$ cat config.mk
export PLATFORM = sky130hd
export DESIGN_NAME = arm_pipelined_mem_arbiter_flat
export DESIGN_NICKNAME = d
export VERILOG_FILES = /design/src/rtl/arm_pipelined_mem_arbiter_if.sv /design/src/rtl/arm_pipelined_mem_arbiter.sv /design/src/flat_wrapper.sv
export SDC_FILE = /design/constraint.sdc
export NUM_CORES = 1
export LEC_CHECK = 0
export BUFFER_PORTS_ARGS = -buffer_cell sky130_fd_sc_hd__buf_2
export CAP_MARGIN = 40
export CORE_AREA = 2 2 143 145
export DETAILED_ROUTE_END_ITERATION = 8
export DIE_AREA = 0 0 145 147
export GPL_ROUTABILITY_DRIVEN = 0
export GPL_TIMING_DRIVEN = 0
export SLEW_MARGIN = 30
export SYNTH_ARGS = -nofsm -noshare
export SYNTH_HDL_FRONTEND = slang
export SYNTH_SLANG_ARGS = --single-unit
$ cat constraint.sdc
create_clock -name i_CLK -period 1.8 [get_ports i_CLK]
set_clock_uncertainty 0.1 [all_clocks]
set_input_delay 0.18 -clock i_CLK [delete_from_list [all_inputs] [get_ports i_CLK]]
set_output_delay 0.18 -clock i_CLK [all_outputs]
set_load 0.01 [all_outputs]
$ cat src/rtl/arm_pipelined_mem_arbiter_if.sv
// Bundle of fetch, data, memory-side and hazard-unit signals around the memory arbiter.
// The slave modport is the arbiter's view; the master modport is the pipeline/memory side.
interface arm_pipelined_mem_arbiter_if #(
  parameter int unsigned BusWidth = 32
);
  logic                i_Instr_Req;
  logic [BusWidth-1:0] i_Instr_Addr;
  logic [BusWidth-1:0] o_Instr_Data;
  logic                o_Instr_Valid;
  logic                i_Data_Req;
  logic                i_Data_Write;
  logic [BusWidth-1:0] i_Data_Addr;
  logic [BusWidth-1:0] i_Data_WData;
  logic [BusWidth-1:0] o_Data_RData;
  logic                o_Data_Valid;
  logic                o_Mem_Req;
  logic                o_Mem_Write;
  logic [BusWidth-1:0] o_Mem_Addr;
  logic [BusWidth-1:0] o_Mem_WData;
  logic                i_Mem_Ack;
  logic [BusWidth-1:0] i_Mem_RData;
  logic                o_Stall_Fetch;
  logic                o_Stall_Memory;
  logic                o_Bus_Error;

  modport slave (
    input  i_Instr_Req, i_Instr_Addr, i_Data_Req, i_Data_Write, i_Data_Addr, i_Data_WData,
           i_Mem_Ack, i_Mem_RData,
    output o_Instr_Data, o_Instr_Valid, o_Data_RData, o_Data_Valid, o_Mem_Req, o_Mem_Write,
           o_Mem_Addr, o_Mem_WData, o_Stall_Fetch, o_Stall_Memory, o_Bus_Error
  );

  modport master (
    output i_Instr_Req, i_Instr_Addr, i_Data_Req, i_Data_Write, i_Data_Addr, i_Data_WData,
           i_Mem_Ack, i_Mem_RData,
    input  o_Instr_Data, o_Instr_Valid, o_Data_RData, o_Data_Valid, o_Mem_Req, o_Mem_Write,
           o_Mem_Addr, o_Mem_WData, o_Stall_Fetch, o_Stall_Memory, o_Bus_Error
  );
endinterface

$ cat src/rtl/arm_pipelined_mem_arbiter.sv
// Round-robin arbiter sharing one single-ported memory between fetch and data stages,
// with per-access timeout abort and a sticky bus error.
module arm_pipelined_mem_arbiter #(
  parameter int unsigned BusWidth      = 32,
  parameter int unsigned TimeoutCycles = 16
) (
  input logic                        i_CLK,
  input logic                        i_RESET,
  arm_pipelined_mem_arbiter_if.slave bus
);
  localparam int unsigned     CntW    = (TimeoutCycles > 2) ? $clog2(TimeoutCycles) : 1;
  localparam logic [CntW-1:0] CntLast = CntW'(TimeoutCycles - 1);

  typedef enum logic [1:0] {StIdle, StInstr, StData} state_e;

  state_e              r_state, w_state;
  logic [CntW-1:0]     r_cnt, w_cnt;
  logic                r_last_data, w_last_data;
  logic                r_mem_req, w_mem_req;
  logic                r_mem_write, w_mem_write;
  logic [BusWidth-1:0] r_mem_addr, w_mem_addr;
  logic [BusWidth-1:0] r_mem_wdata, w_mem_wdata;
  logic                r_instr_valid, w_instr_valid;
  logic [BusWidth-1:0] r_instr_data, w_instr_data;
  logic                r_data_valid, w_data_valid;
  logic [BusWidth-1:0] r_data_rdata, w_data_rdata;
  logic                r_bus_error, w_bus_error;
  logic                w_instr_elig, w_data_elig;

  // A side whose Valid is high this cycle is masked so it can present its next request.
  assign w_instr_elig = bus.i_Instr_Req & ~r_instr_valid;
  assign w_data_elig  = bus.i_Data_Req & ~r_data_valid;

  always_ff @(posedge i_CLK) begin
    if (i_RESET) begin
      r_state       <= StIdle;
      r_cnt         <= '0;
      r_last_data   <= 1'b0;
      r_mem_req     <= 1'b0;
      r_mem_write   <= 1'b0;
      r_mem_addr    <= '0;
      r_mem_wdata   <= '0;
      r_instr_valid <= 1'b0;
      r_instr_data  <= '0;
      r_data_valid  <= 1'b0;
      r_data_rdata  <= '0;
      r_bus_error   <= 1'b0;
    end else begin
      r_state       <= w_state;
      r_cnt         <= w_cnt;
      r_last_data   <= w_last_data;
      r_mem_req     <= w_mem_req;
      r_mem_write   <= w_mem_write;
      r_mem_addr    <= w_mem_addr;
      r_mem_wdata   <= w_mem_wdata;
      r_instr_valid <= w_instr_valid;
      r_instr_data  <= w_instr_data;
      r_data_valid  <= w_data_valid;
      r_data_rdata  <= w_data_rdata;
      r_bus_error   <= w_bus_error;
    end
  end

  always_comb begin
    w_state       = r_state;
    w_cnt         = r_cnt;
    w_last_data   = r_last_data;
    w_mem_req     = r_mem_req;
    w_mem_write   = r_mem_write;
    w_mem_addr    = r_mem_addr;
    w_mem_wdata   = r_mem_wdata;
    w_instr_valid = 1'b0;
    w_instr_data  = r_instr_data;
    w_data_valid  = 1'b0;
    w_data_rdata  = r_data_rdata;
    w_bus_error   = r_bus_error;

    case (r_state)
      StIdle: begin
        // On conflict, grant whichever side was not served last.
        if (w_data_elig && (!w_instr_elig || !r_last_data)) begin
          w_state     = StData;
          w_cnt       = '0;
          w_mem_req   = 1'b1;
          w_mem_write = bus.i_Data_Write;
          w_mem_addr  = bus.i_Data_Addr;
          w_mem_wdata = bus.i_Data_WData;
        end else if (w_instr_elig) begin
          w_state     = StInstr;
          w_cnt       = '0;
          w_mem_req   = 1'b1;
          w_mem_write = 1'b0;
          w_mem_addr  = bus.i_Instr_Addr;
          w_mem_wdata = '0;
        end
      end
      StInstr, StData: begin
        if (bus.i_Mem_Ack || (r_cnt == CntLast)) begin
          w_state     = StIdle;
          w_mem_req   = 1'b0;
          w_mem_write = 1'b0;
          if (r_state == StInstr) begin
            w_instr_valid = 1'b1;
            w_instr_data  = bus.i_Mem_Ack ? bus.i_Mem_RData : '0;
          end else begin
            w_data_valid = 1'b1;
            w_data_rdata = (bus.i_Mem_Ack && !r_mem_write) ? bus.i_Mem_RData : '0;
          end
          if (bus.i_Mem_Ack) begin
            w_last_data = (r_state == StData);
          end else begin
            w_bus_error = 1'b1;
          end
        end else begin
          w_cnt = r_cnt + 1'b1;
        end
      end
      default: w_state = StIdle;
    endcase
  end

  assign bus.o_Mem_Req      = r_mem_req;
  assign bus.o_Mem_Write    = r_mem_write;
  assign bus.o_Mem_Addr     = r_mem_addr;
  assign bus.o_Mem_WData    = r_mem_wdata;
  assign bus.o_Instr_Valid  = r_instr_valid;
  assign bus.o_Instr_Data   = r_instr_data;
  assign bus.o_Data_Valid   = r_data_valid;
  assign bus.o_Data_RData   = r_data_rdata;
  assign bus.o_Bus_Error    = r_bus_error;
  assign bus.o_Stall_Fetch  = bus.i_Instr_Req & ~r_instr_valid;
  assign bus.o_Stall_Memory = bus.i_Data_Req & ~r_data_valid;
endmodule

$ cat src/flat_wrapper.sv
// flat-port wrapper written by rule: the top's interface ports become plain ports
module arm_pipelined_mem_arbiter_flat 
#(
  parameter int unsigned BusWidth      = 32,
  parameter int unsigned TimeoutCycles = 16
)
  (i_CLK, i_RESET, bus_i_Instr_Req, bus_i_Instr_Addr, bus_i_Data_Req, bus_i_Data_Write, bus_i_Data_Addr, bus_i_Data_WData, bus_i_Mem_Ack, bus_i_Mem_RData, bus_o_Instr_Data, bus_o_Instr_Valid, bus_o_Data_RData, bus_o_Data_Valid, bus_o_Mem_Req, bus_o_Mem_Write, bus_o_Mem_Addr, bus_o_Mem_WData, bus_o_Stall_Fetch, bus_o_Stall_Memory, bus_o_Bus_Error);
  arm_pipelined_mem_arbiter_if #(.BusWidth(BusWidth)) bus_i ();
  input logic i_CLK;
  input logic i_RESET;
  input wire logic [$bits(bus_i.i_Instr_Req)-1:0] bus_i_Instr_Req;
  input wire logic [$bits(bus_i.i_Instr_Addr)-1:0] bus_i_Instr_Addr;
  input wire logic [$bits(bus_i.i_Data_Req)-1:0] bus_i_Data_Req;
  input wire logic [$bits(bus_i.i_Data_Write)-1:0] bus_i_Data_Write;
  input wire logic [$bits(bus_i.i_Data_Addr)-1:0] bus_i_Data_Addr;
  input wire logic [$bits(bus_i.i_Data_WData)-1:0] bus_i_Data_WData;
  input wire logic [$bits(bus_i.i_Mem_Ack)-1:0] bus_i_Mem_Ack;
  input wire logic [$bits(bus_i.i_Mem_RData)-1:0] bus_i_Mem_RData;
  output wire logic [$bits(bus_i.o_Instr_Data)-1:0] bus_o_Instr_Data;
  output wire logic [$bits(bus_i.o_Instr_Valid)-1:0] bus_o_Instr_Valid;
  output wire logic [$bits(bus_i.o_Data_RData)-1:0] bus_o_Data_RData;
  output wire logic [$bits(bus_i.o_Data_Valid)-1:0] bus_o_Data_Valid;
  output wire logic [$bits(bus_i.o_Mem_Req)-1:0] bus_o_Mem_Req;
  output wire logic [$bits(bus_i.o_Mem_Write)-1:0] bus_o_Mem_Write;
  output wire logic [$bits(bus_i.o_Mem_Addr)-1:0] bus_o_Mem_Addr;
  output wire logic [$bits(bus_i.o_Mem_WData)-1:0] bus_o_Mem_WData;
  output wire logic [$bits(bus_i.o_Stall_Fetch)-1:0] bus_o_Stall_Fetch;
  output wire logic [$bits(bus_i.o_Stall_Memory)-1:0] bus_o_Stall_Memory;
  output wire logic [$bits(bus_i.o_Bus_Error)-1:0] bus_o_Bus_Error;
  assign bus_i.i_Instr_Req = bus_i_Instr_Req;
  assign bus_i.i_Instr_Addr = bus_i_Instr_Addr;
  assign bus_i.i_Data_Req = bus_i_Data_Req;
  assign bus_i.i_Data_Write = bus_i_Data_Write;
  assign bus_i.i_Data_Addr = bus_i_Data_Addr;
  assign bus_i.i_Data_WData = bus_i_Data_WData;
  assign bus_i.i_Mem_Ack = bus_i_Mem_Ack;
  assign bus_i.i_Mem_RData = bus_i_Mem_RData;
  assign bus_o_Instr_Data = bus_i.o_Instr_Data;
  assign bus_o_Instr_Valid = bus_i.o_Instr_Valid;
  assign bus_o_Data_RData = bus_i.o_Data_RData;
  assign bus_o_Data_Valid = bus_i.o_Data_Valid;
  assign bus_o_Mem_Req = bus_i.o_Mem_Req;
  assign bus_o_Mem_Write = bus_i.o_Mem_Write;
  assign bus_o_Mem_Addr = bus_i.o_Mem_Addr;
  assign bus_o_Mem_WData = bus_i.o_Mem_WData;
  assign bus_o_Stall_Fetch = bus_i.o_Stall_Fetch;
  assign bus_o_Stall_Memory = bus_i.o_Stall_Memory;
  assign bus_o_Bus_Error = bus_i.o_Bus_Error;
  arm_pipelined_mem_arbiter #(.BusWidth(BusWidth), .TimeoutCycles(TimeoutCycles)) u_core (.i_CLK(i_CLK), .i_RESET(i_RESET), .bus(bus_i));
endmodule
==> results of run 1 <==
[worst min path at each step]
| stage | from | to | slack (ps) | cells after the start |
|---|---|---|---|---|
| finish | bus_i_Data_Req | u_core.bus.o_Mem_Addr[31] | 230 | 6 |
| global route | bus_i_Data_Req | u_core.bus.o_Mem_Addr[31] | 240 | 6 |
| CTS | bus_i_Data_Req | u_core.bus.o_Mem_Addr[31] | 220 | 6 |
| detailed placement | bus_i_Data_WData[9] | u_core.bus.o_Mem_WData[9] | 320 | 3 |
| global placement | bus_i_Data_WData[9] | u_core.bus.o_Mem_WData[9] | 310 | 3 |
| floorplan | bus_i_Data_WData[0] | u_core.bus.o_Mem_WData[0] | 230 | 2 |
[cells in the mapped netlist (2+ instances only)]
library cell  number
dfxtp_1          140
nor2_1           102
nand2_1          101
a22oi_1           64
a21oi_1           40
nand4_1           33
a311oi_1          27
buf_2             24
clkbuf_1          21
buf_4             10
ha_1               7
a311oi_2           6
inv_1              6
o21ai_0            5
nand3_1            3
a31oi_1            2
a32oi_1            2
buf_6              2
nand2b_4           2
nor3_1             2
[logic make-up (layout without fill, tap and decap cells)]
kind of cell    after synthesis  in the layout  share of synthesized area
compound gates              156            156                     0.2154
simple gates                247            247                     0.1931
fa+ha+maj                     7              7                    0.01609
buf+inv                      65            499                    0.06046
flops                       140            140                     0.5149
[cell type report]
class                           instances  area share
Tap cell                              270     0.03689
Clock buffer                           17     0.04645
Buffer                                 55     0.03361
Sequential cell                       140      0.3063
Timing Repair Buffer                  404      0.2938
Inverter                                8    0.003552
Multi-Input combinational cell        410      0.2585
Clock inverter                         15     0.02090
[power groups by stage]
stage / combinational (W) / sequential, W / clock (W)
global placement: 0.00158 / 0.00352 / 0
detailed placement: 0.00158 / 0.00352 / 0
CTS: 0.00183 / 0.00346 / 0.00366
floorplan: 0.000805 / 0.00363 / 0
global route: 0.00206 / 0.00349 / 0.00380
finish: 0.00189 / 0.00346 / 0.00357
[worst max-delay path: stages, from the launching register on]
cell	delay, ps
dfxtp_2	380
inv_2	80
ha_1	200
and2_1	160
clkbuf_1	160
buf_2	220
a22oi_1	200
nor2_1	60
[stage by stage]
step / TNS [ps] / instances / total power (W) / cell area, um^2
5_1_grt: -127.6 / 1319 / 0.009354 / 9158
6_report: 0 / 1319 / 0.008914 / 9158
3_5_place_dp: -10410 / 1152 / 0.005102 / 7117
4_1_cts: -44.57 / 1315 / 0.008951 / 9079
3_3_place_gp: -10320 / 1152 / 0.005097 / 7117
2_1_floorplan: 0 / 615 / 0.004433 / 5443
[sequential cells by signal, summed over array words and instances (netlist names)]
register                  cells
u_core.bus.o_Mem_WData       32
u_core.bus.o_Bus_Error        1
u_core.r_state                2
u_core.bus.o_Instr_Valid      1
u_core.bus.o_Data_Valid       1
u_core.r_last_data            1
u_core.r_cnt                  4
u_core.bus.o_Mem_Write        1
u_core.bus.o_Mem_Req          1
u_core.bus.o_Instr_Data      32
u_core.bus.o_Mem_Addr        32
u_core.bus.o_Data_RData      32
[timing repair]
item / in CTS / in global routing
buffers inserted: 2 / 5
endpoints found under the hold margin: 130 / 0
pin swaps: 1 / 2
hold buffers: 130 / 0
endpoints found under the setup margin: 123 / 125
gates resized for setup: 10 / 14
[per-layer routing]
layer / GRT usage / up-vias / part of all wire
li1: - / 3039 / -
met1: 0.2342 / 2945 / 0.44
met2: 0.3071 / 231 / 0.48
met3: 0.05466 / 40 / 0.057
met4: 0.07030 / 0 / 0.024
met5: 0 / - / 0
==> impl_metrics.tcl, run 1 <==
set metrics [dict create \
    row_count 52 \
    relSlewSlack 0.5802 \
    grt_max_degree 19 \
    finalHoldViolations 0 \
    port_buffers 267 \
    multiInputGateArea_um2 2367 \
    yosys_warnings 0 \
    syn_inst 615 \
    numClockSinks 140 \
    ir_drop_mv 0.6136 \
    ys_ff_latch 140 \
    layout_common_cells "285 x buf_2, 138 x dfxtp_1, 130 x dlygate4sd3_1, 101 x nor2_1, 99 x nand2_1" \
    tightest_slew_ps 629.7 \
    synth_area_leader_cell "dfxtp_1" \
    initial_utilization 0.2743 \
    viasPerCell 4.742 \
    synthArstFlopShare 0 \
    cp.required_ps 1990 \
    critical_path_arrival_ps 1880 \
    rsz0062_at_grt "true" \
    post-route-util 0.4615 \
    die_w_um 145 \
    overflow 0 \
    endpoint_kind "flop" \
    worst-path-max-fanout 10 \
    drive_gt1_frac 0.3527 \
    seqCellArea_um2 2805 \
    reg2reg_to "u_core.bus.o_Instr_Data[6]" \
    critical_path.startpoint_type "flop" \
    wl_um 20490 \
    htreeDepth 4 \
    layout_setup_ws_ps 110.8 \
    grt_pass1_vias 6312 \
    synthFlopType "dfxtp_1" \
    synth_cell_types 36 \
    antenna_found_initial 0 \
    fin_crit_ps 1689 \
    cts_tree "built" \
    syn_area_um2 5443 \
    syn-num-nets 756 \
    cts.clk_slew.worst_paths_ps 70 \
    num_io_pins 269 \
    rrSetupSlack_ps 110 \
    vias 6255 \
    crit_start "u_core.r_state[1]" \
    place_ws_ps -211.8 \
    cts_made_buffers 17 \
    status "finished clean" \
    period_share 0.9385 \
    ys_seq_area_frac 0.5149 \
    p_leak_nw 4.159 \
    n_antenna_cell 0 \
    avgSynthCellArea_um2 8.850 \
    layout_commonest_cell "buf_2" \
    power.switching_w 0.002823 \
    grt_pass1_wl_um 32140 \
    rr_startpoint "u_core.r_state[1]" \
    fin_hold_ws_ps 233.3 \
    firstDrtPassIters 6 \
    synth_edf_count 0 \
    cts_root_buf "clkbuf_16" \
    clkPwrFrac 0.400 \
    clkLatencyLatePin_ps 410 \
    drc_errors 0 \
    drtIter0Drc 230 \
    fillers 1938 \
    slew_viol_final 0 \
    synth_top_area_frac 0.5149 \
    endpoint "u_core.bus.o_Instr_Data[6]" \
    seqPwrFrac 0.388 \
    hold_path_class "input port to flop" \
    p_int_w 0.006091 \
    drv_cap 0 \
    netlist_top_cells_area "dfxtp_1 51%, a22oi_1 8.8%, nor2_1 7.0%, nand2_1 7.0%, a311oi_1 4.3%" \
    clk_path_buf_depth 2 \
    nets 1177 \
    grt_usage 0.1873 \
    wl_per_cell_um 15.54 \
    worst-r2r-cell-count 7 \
    max_freq_mhz 592.0 \
    die_h_um 147 \
    power_density_nw_per_um2 973.4 \
    dieArea_um2 21320 \
    setup_viol 0 \
    hpwl_um 13520 \
    switching_share 0.3167 \
    core_area_um2 19840 \
    final_antenna_net_count 0 \
    comb_power_share 0.212 \
    crit_type "flop to flop" \
    syn_to_final_growth_pct 68.25 \
]
Note: power is estimated with default switching activity, not from simulation.
==> run 2: changes to the inputs <==
--- a/config.mk
+++ b/config.mk
@@ -5,11 +5,11 @@
 export SDC_FILE = /design/constraint.sdc
 export NUM_CORES = 1
 export LEC_CHECK = 0
-export BUFFER_PORTS_ARGS = -buffer_cell sky130_fd_sc_hd__buf_2
 export CAP_MARGIN = 40
-export CORE_AREA = 2 2 143 145
+export CORE_AREA = 4 4 145 147
 export DETAILED_ROUTE_END_ITERATION = 8
-export DIE_AREA = 0 0 145 147
+export DIE_AREA = 0 0 149 151
+export DONT_BUFFER_PORTS = 1
 export GPL_ROUTABILITY_DRIVEN = 0
 export GPL_TIMING_DRIVEN = 0
 export SLEW_MARGIN = 30
==> impl_metrics.tcl, run 2 (same netlist as run 1, synthesis figures left out) <==
set metrics [dict create \
    path_cells "nand2b_4 > inv_6 > a21oi_4 > buf_6 > nand2_1 > a311oi_2" \
    p_leak_nw 2.948 \
    firstDrtPassIters 5 \
    layout_commonest_cell "dfxtp_1" \
    drive_gt1_frac 0.1452 \
    gr-usage-met2 0.2795 \
    cts.clk_slew.worst_paths_ps 70 \
    max_freq_mhz 588.3 \
    grt-busiest-layer "met2" \
    layout_common_cells "135 x dfxtp_1, 130 x dlygate4sd3_1, 102 x nor2_1, 99 x nand2_1, 64 x a22oi_1" \
    initial_utilization 0.2734 \
    ir_drop_mv 0.6052 \
    wl_um 20150 \
    wl_per_cell_um 19.08 \
    relSlewSlack 0.5576 \
    place_ws_ps -257.7 \
    grt_pass1_vias 5337 \
    slowest_stage "dfxtp_2" \
    finalHoldViolations 0 \
    viasPerCell 5.005 \
    cp.required_ps 2020 \
    hold_path_class "input port to flop" \
    port_buffers 0 \
    drc_errors 0 \
    num_io_pins 269 \
    clkLatencyLatePin_ps 420 \
    worst-path-max-fanout 10 \
    grtUsageMet1 0.2088 \
    grt_pass1_wl_um 30440 \
    total_power_w 0.008755 \
    overflow 0 \
    rsz0062_at_grt "true" \
    antenna_found_initial 1 \
    final_antenna_net_count 0 \
    critical_path_arrival_ps 1920 \
    slew_viol_final 0 \
    critical_path.startpoint_type "flop" \
    setup_viol 0 \
    dieArea_um2 22500 \
    power_density_nw_per_um2 1105 \
    critPathMaxStageDelay_ps 390 \
    clk_path_buf_depth 2 \
    layout_setup_ws_ps 100.1 \
    htreeDepth 4 \
    hpwl_um 13040 \
    period_share 0.9444 \
    vias 5285 \
    drv_cap 0 \
    tightest_slew_ps 663.6 \
    grt_max_degree 17 \
    syn_to_final_growth_pct 45.52 \
    status "finished clean" \
    cts_made_buffers 17 \
    endpoint_kind "flop" \
    cts_root_buf "clkbuf_16" \
    die_h_um 151 \
    met3_usage 0.07032 \
    cts_tree "built" \
    nets 913 \
    fin_crit_ps 1700 \
    fin_hold_ws_ps 91.27 \
    numClockSinks 140 \
    crit_type "flop to flop" \
    row_count 52 \
    drtIter0Drc 274 \
    die_w_um 149 \
    core_area_um2 19910 \
    grt_usage 0.1720 \
]
## run 2: cell types whose count changed in the layout (fill, tap and decap cells not counted), moves of 3 or more
cell and change:
dfxtp_1 -3, a311oi_2 +3, clkinv_4 -3, clkinvlp_4 +4, buf_2 -273, a311oi_1 -3, clkinv_8 -6, inv_6 +6
## run 2: worst max-delay path, delay by kind of cell, from the launching register on
kind / cells / cell delay, ps
compound gates: 2 / 500
flops: 1 / 390
buf+inv: 2 / 270
simple gates: 2 / 330
## run 2: metrics by stage
| stage | area [um^2] | TNS (ps) | instances | util |
|---|---|---|---|---|
| floorplan | 5443 | 0 | 615 | - |
| global placement | 5781 | -10950 | 885 | 0.2903 |
| detailed placement | 5781 | -11600 | 885 | 0.2903 |
| CTS | 7777 | 0 | 1049 | 0.3906 |
| global route | 7920 | -43.53 | 1056 | 0.3978 |
| finish | 7920 | 0 | 1056 | 0.3978 |
## run 2: layer usage
layer  routed length [um]  part of all wire  vias up
met5                    0                 0        -
li1                     -                 -     2508
met2                 9625              0.48      235
met4                  438             0.022        0
met1                 8192              0.41     2509
met3                 1891             0.094       33
## run 2: final timing paths
check                        endpoint  depth (start not counted)                startpoint  slack, ps
min           u_core.bus.o_Data_Valid                          3             bus_i_Mem_Ack         90
max reg2reg  u_core.bus.o_Mem_Addr[5]                          6  u_core.bus.o_Instr_Valid        100
min reg2reg           u_core.r_cnt[1]                          2           u_core.r_cnt[1]        400
max          u_core.bus.o_Mem_Addr[5]                          6  u_core.bus.o_Instr_Valid        100
## run 2: repair_timing
action | in CTS | in global routing
endpoints found under the hold margin | 133 | 0
pin swaps | 3 | 3
setup endpoints to repair | 125 | 121
gates cloned | 0 | 1
gates resized for setup | 19 | 28
buffers inserted | 3 | 7
hold buffers | 130 | 0
## run 2: layout make-up
cell class	instances	area, um^2
fillers	1988	11990
flip-flops and latches	140	2811
multi-input cells	410	2387
repair buffers	141	1406
clock buffers	17	425.4
well taps	270	337.8
plain buffers	54	334.1
clock inverters	15	176.4
inverters	8	38.79
diodes	1	2.502
## run 2: power by group
part | internal [W] | leakage [nW] | switching [W]
clock network | 0.00210 | 0.289 | 0.00152
registers | 0.00334 | 1.15 | 0.000302
logic | 0.000675 | 1.51 | 0.000819
total | 0.00611 | 2.95 | 0.00264
==> run 3: changes to the inputs <==
==> constraint.sdc (replaced) <==
create_clock -name i_CLK -period 1.8 [get_ports i_CLK]
set_clock_uncertainty 0.1 [all_clocks]
set_input_delay 0.36 -clock i_CLK [delete_from_list [all_inputs] [get_ports i_CLK]]
set_output_delay 0.36 -clock i_CLK [all_outputs]
set_load 0.01 [all_outputs]
==> impl_metrics.tcl, run 3 (same netlist as run 1, synthesis figures left out) <==
set metrics [dict create \
    status "finished clean" \
    p_int_w 0.006077 \
    max_freq_mhz 581.3 \
    row_count 52 \
    overflow 0 \
    drive_gt1_frac 0.1449 \
    port_buffers 0 \
    ir_drop_mv 0.5750 \
    syn_to_final_growth_pct 41.75 \
    worstHoldPathCells 2 \
    hpwl_um 13040 \
    die_w_um 149 \
    wl_um 19680 \
    layout_commonest_cell "dfxtp_1" \
    drc_errors 0 \
    htreeDepth 4 \
    antenna_found_initial 1 \
    nets 894 \
    comb_power_share 0.165 \
    placed_area_um2 5781 \
    initial_utilization 0.2734 \
    grt_usage 0.1686 \
    drtIter0Drc 230 \
    final_cell_area_um2 7715 \
    relSlewSlack 0.5708 \
    grt_pass1_wl_um 29840 \
    num_io_pins 269 \
    numClockSinks 140 \
    power.switching_w 0.002615 \
    core_area_um2 19910 \
    die_h_um 151 \
    dieArea_um2 22500 \
    vias 5188 \
    viasPerCell 5.008 \
    p_leak_nw 2.863 \
    grt_max_degree 17 \
    n_antenna_cell 0 \
    switching_share 0.3008 \
    worst-path-max-fanout 7 \
    tightest_slew_ps 643.8 \
    rsz0062_at_grt "true" \
    cts_root_buf "clkbuf_16" \
    critical_path_arrival_ps 1260 \
    drv_cap 0 \
    period_share 0.9557 \
    seqPwrFrac 0.419 \
    finalNonFillerCells 1036 \
    firstDrtPassIters 5 \
    cts_made_buffers 17 \
    power_density_nw_per_um2 1127 \
    wl_per_cell_um 19.00 \
    dp_cells 885 \
    slew_viol_final 0 \
    clkLatencyLatePin_ps 420 \
    layout_common_cells "135 x dfxtp_1, 113 x dlygate4sd3_1, 102 x nor2_1, 99 x nand2_1, 64 x a22oi_1" \
    crit_type "flop to output pin" \
    clk_path_buf_depth 2 \
    finalHoldViolations 0 \
    cp.required_ps 1340 \
    cts.clk_slew.worst_paths_ps 70 \
    cts_tree "built" \
    total_power_w 0.008691 \
    fin_crit_ps 1720 \
    endpoint_kind "output pin" \
    hold_path_class "input port to flop" \
    critical_path.startpoint_type "flop" \
    grt_pass1_vias 5258 \
    setup_viol 0 \
    worst-r2r-cell-count 7 \
    final_antenna_net_count 0 \
    clkPwrFrac 0.416 \
]
-- run 3: repair_timing --
item,4_1_cts,5_1_grt
gates cloned,0,1
endpoints found under the setup margin,125,97
setup buffers,3,5
hold endpoints to repair,116,0
pin swaps,3,3
hold buffers,113,0
resized for setup,20,26
-- run 3: per-stage QoR --
step / setup TNS [ps] / setup slack (ps) / util / hold WS (ps)
6_report: 0 / 79.72 / 0.3875 / 17.08
5_1_grt: -61.76 / -20.56 / 0.3875 / 6.389
2_1_floorplan: 0 / 209.1 / - / 362.1
3_3_place_gp: -20960 / -295.5 / 0.2903 / 380.4
4_1_cts: 0 / 4.520 / 0.3822 / 0.8960
3_5_place_dp: -21740 / -295.1 / 0.2903 / 385.3
-- run 3: worst max-delay path: stages (launching register included) --
cell and delay [ps]:
dfxtp_4 370, nand2b_4 230, clkinvlp_4 230
-- run 3: layout make-up --
type                            instances  area (um^2)
Sequential cell                       140         2814
Clock buffer                           17        425.4
Clock inverter                         15        176.4
Buffer                                 54        335.3
Inverter                                8        36.28
Tap cell                              270        337.8
Fill cell                            2006        12190
Multi-Input combinational cell        410         2381
Timing Repair Buffer                  122         1209
-- run 3: power by group through the flow --
stage,logic [W],clock network [W],registers (W)
finish,0.00143,0.00362,0.00364
global route,0.00158,0.00387,0.00366
CTS,0.00135,0.00374,0.00364
detailed placement,0.00106,0,0.00370
global placement,0.00105,0,0.00370
floorplan,0.000805,0,0.00363
-- run 3: metal layers --
metal / share of wire / GRT usage / up-vias
met5: 0.00066 / 0 / -
met1: 0.41 / 0.2068 / 2455
met4: 0.017 / 0.05446 / 2
li1: - / - / 2465
met3: 0.099 / 0.07092 / 30
met2: 0.48 / 0.2688 / 236
-- run 3: worst paths after layout --
check	startpoint	to	slack, ps
max	u_core.bus.o_Data_Valid	bus_o_Stall_Memory	80
min	bus_i_Instr_Addr[6]	u_core.bus.o_Mem_Addr[6]	20
max reg2reg	u_core.r_state[0]	u_core.bus.o_Mem_Addr[21]	80
min reg2reg	u_core.r_cnt[1]	u_core.r_cnt[1]	400
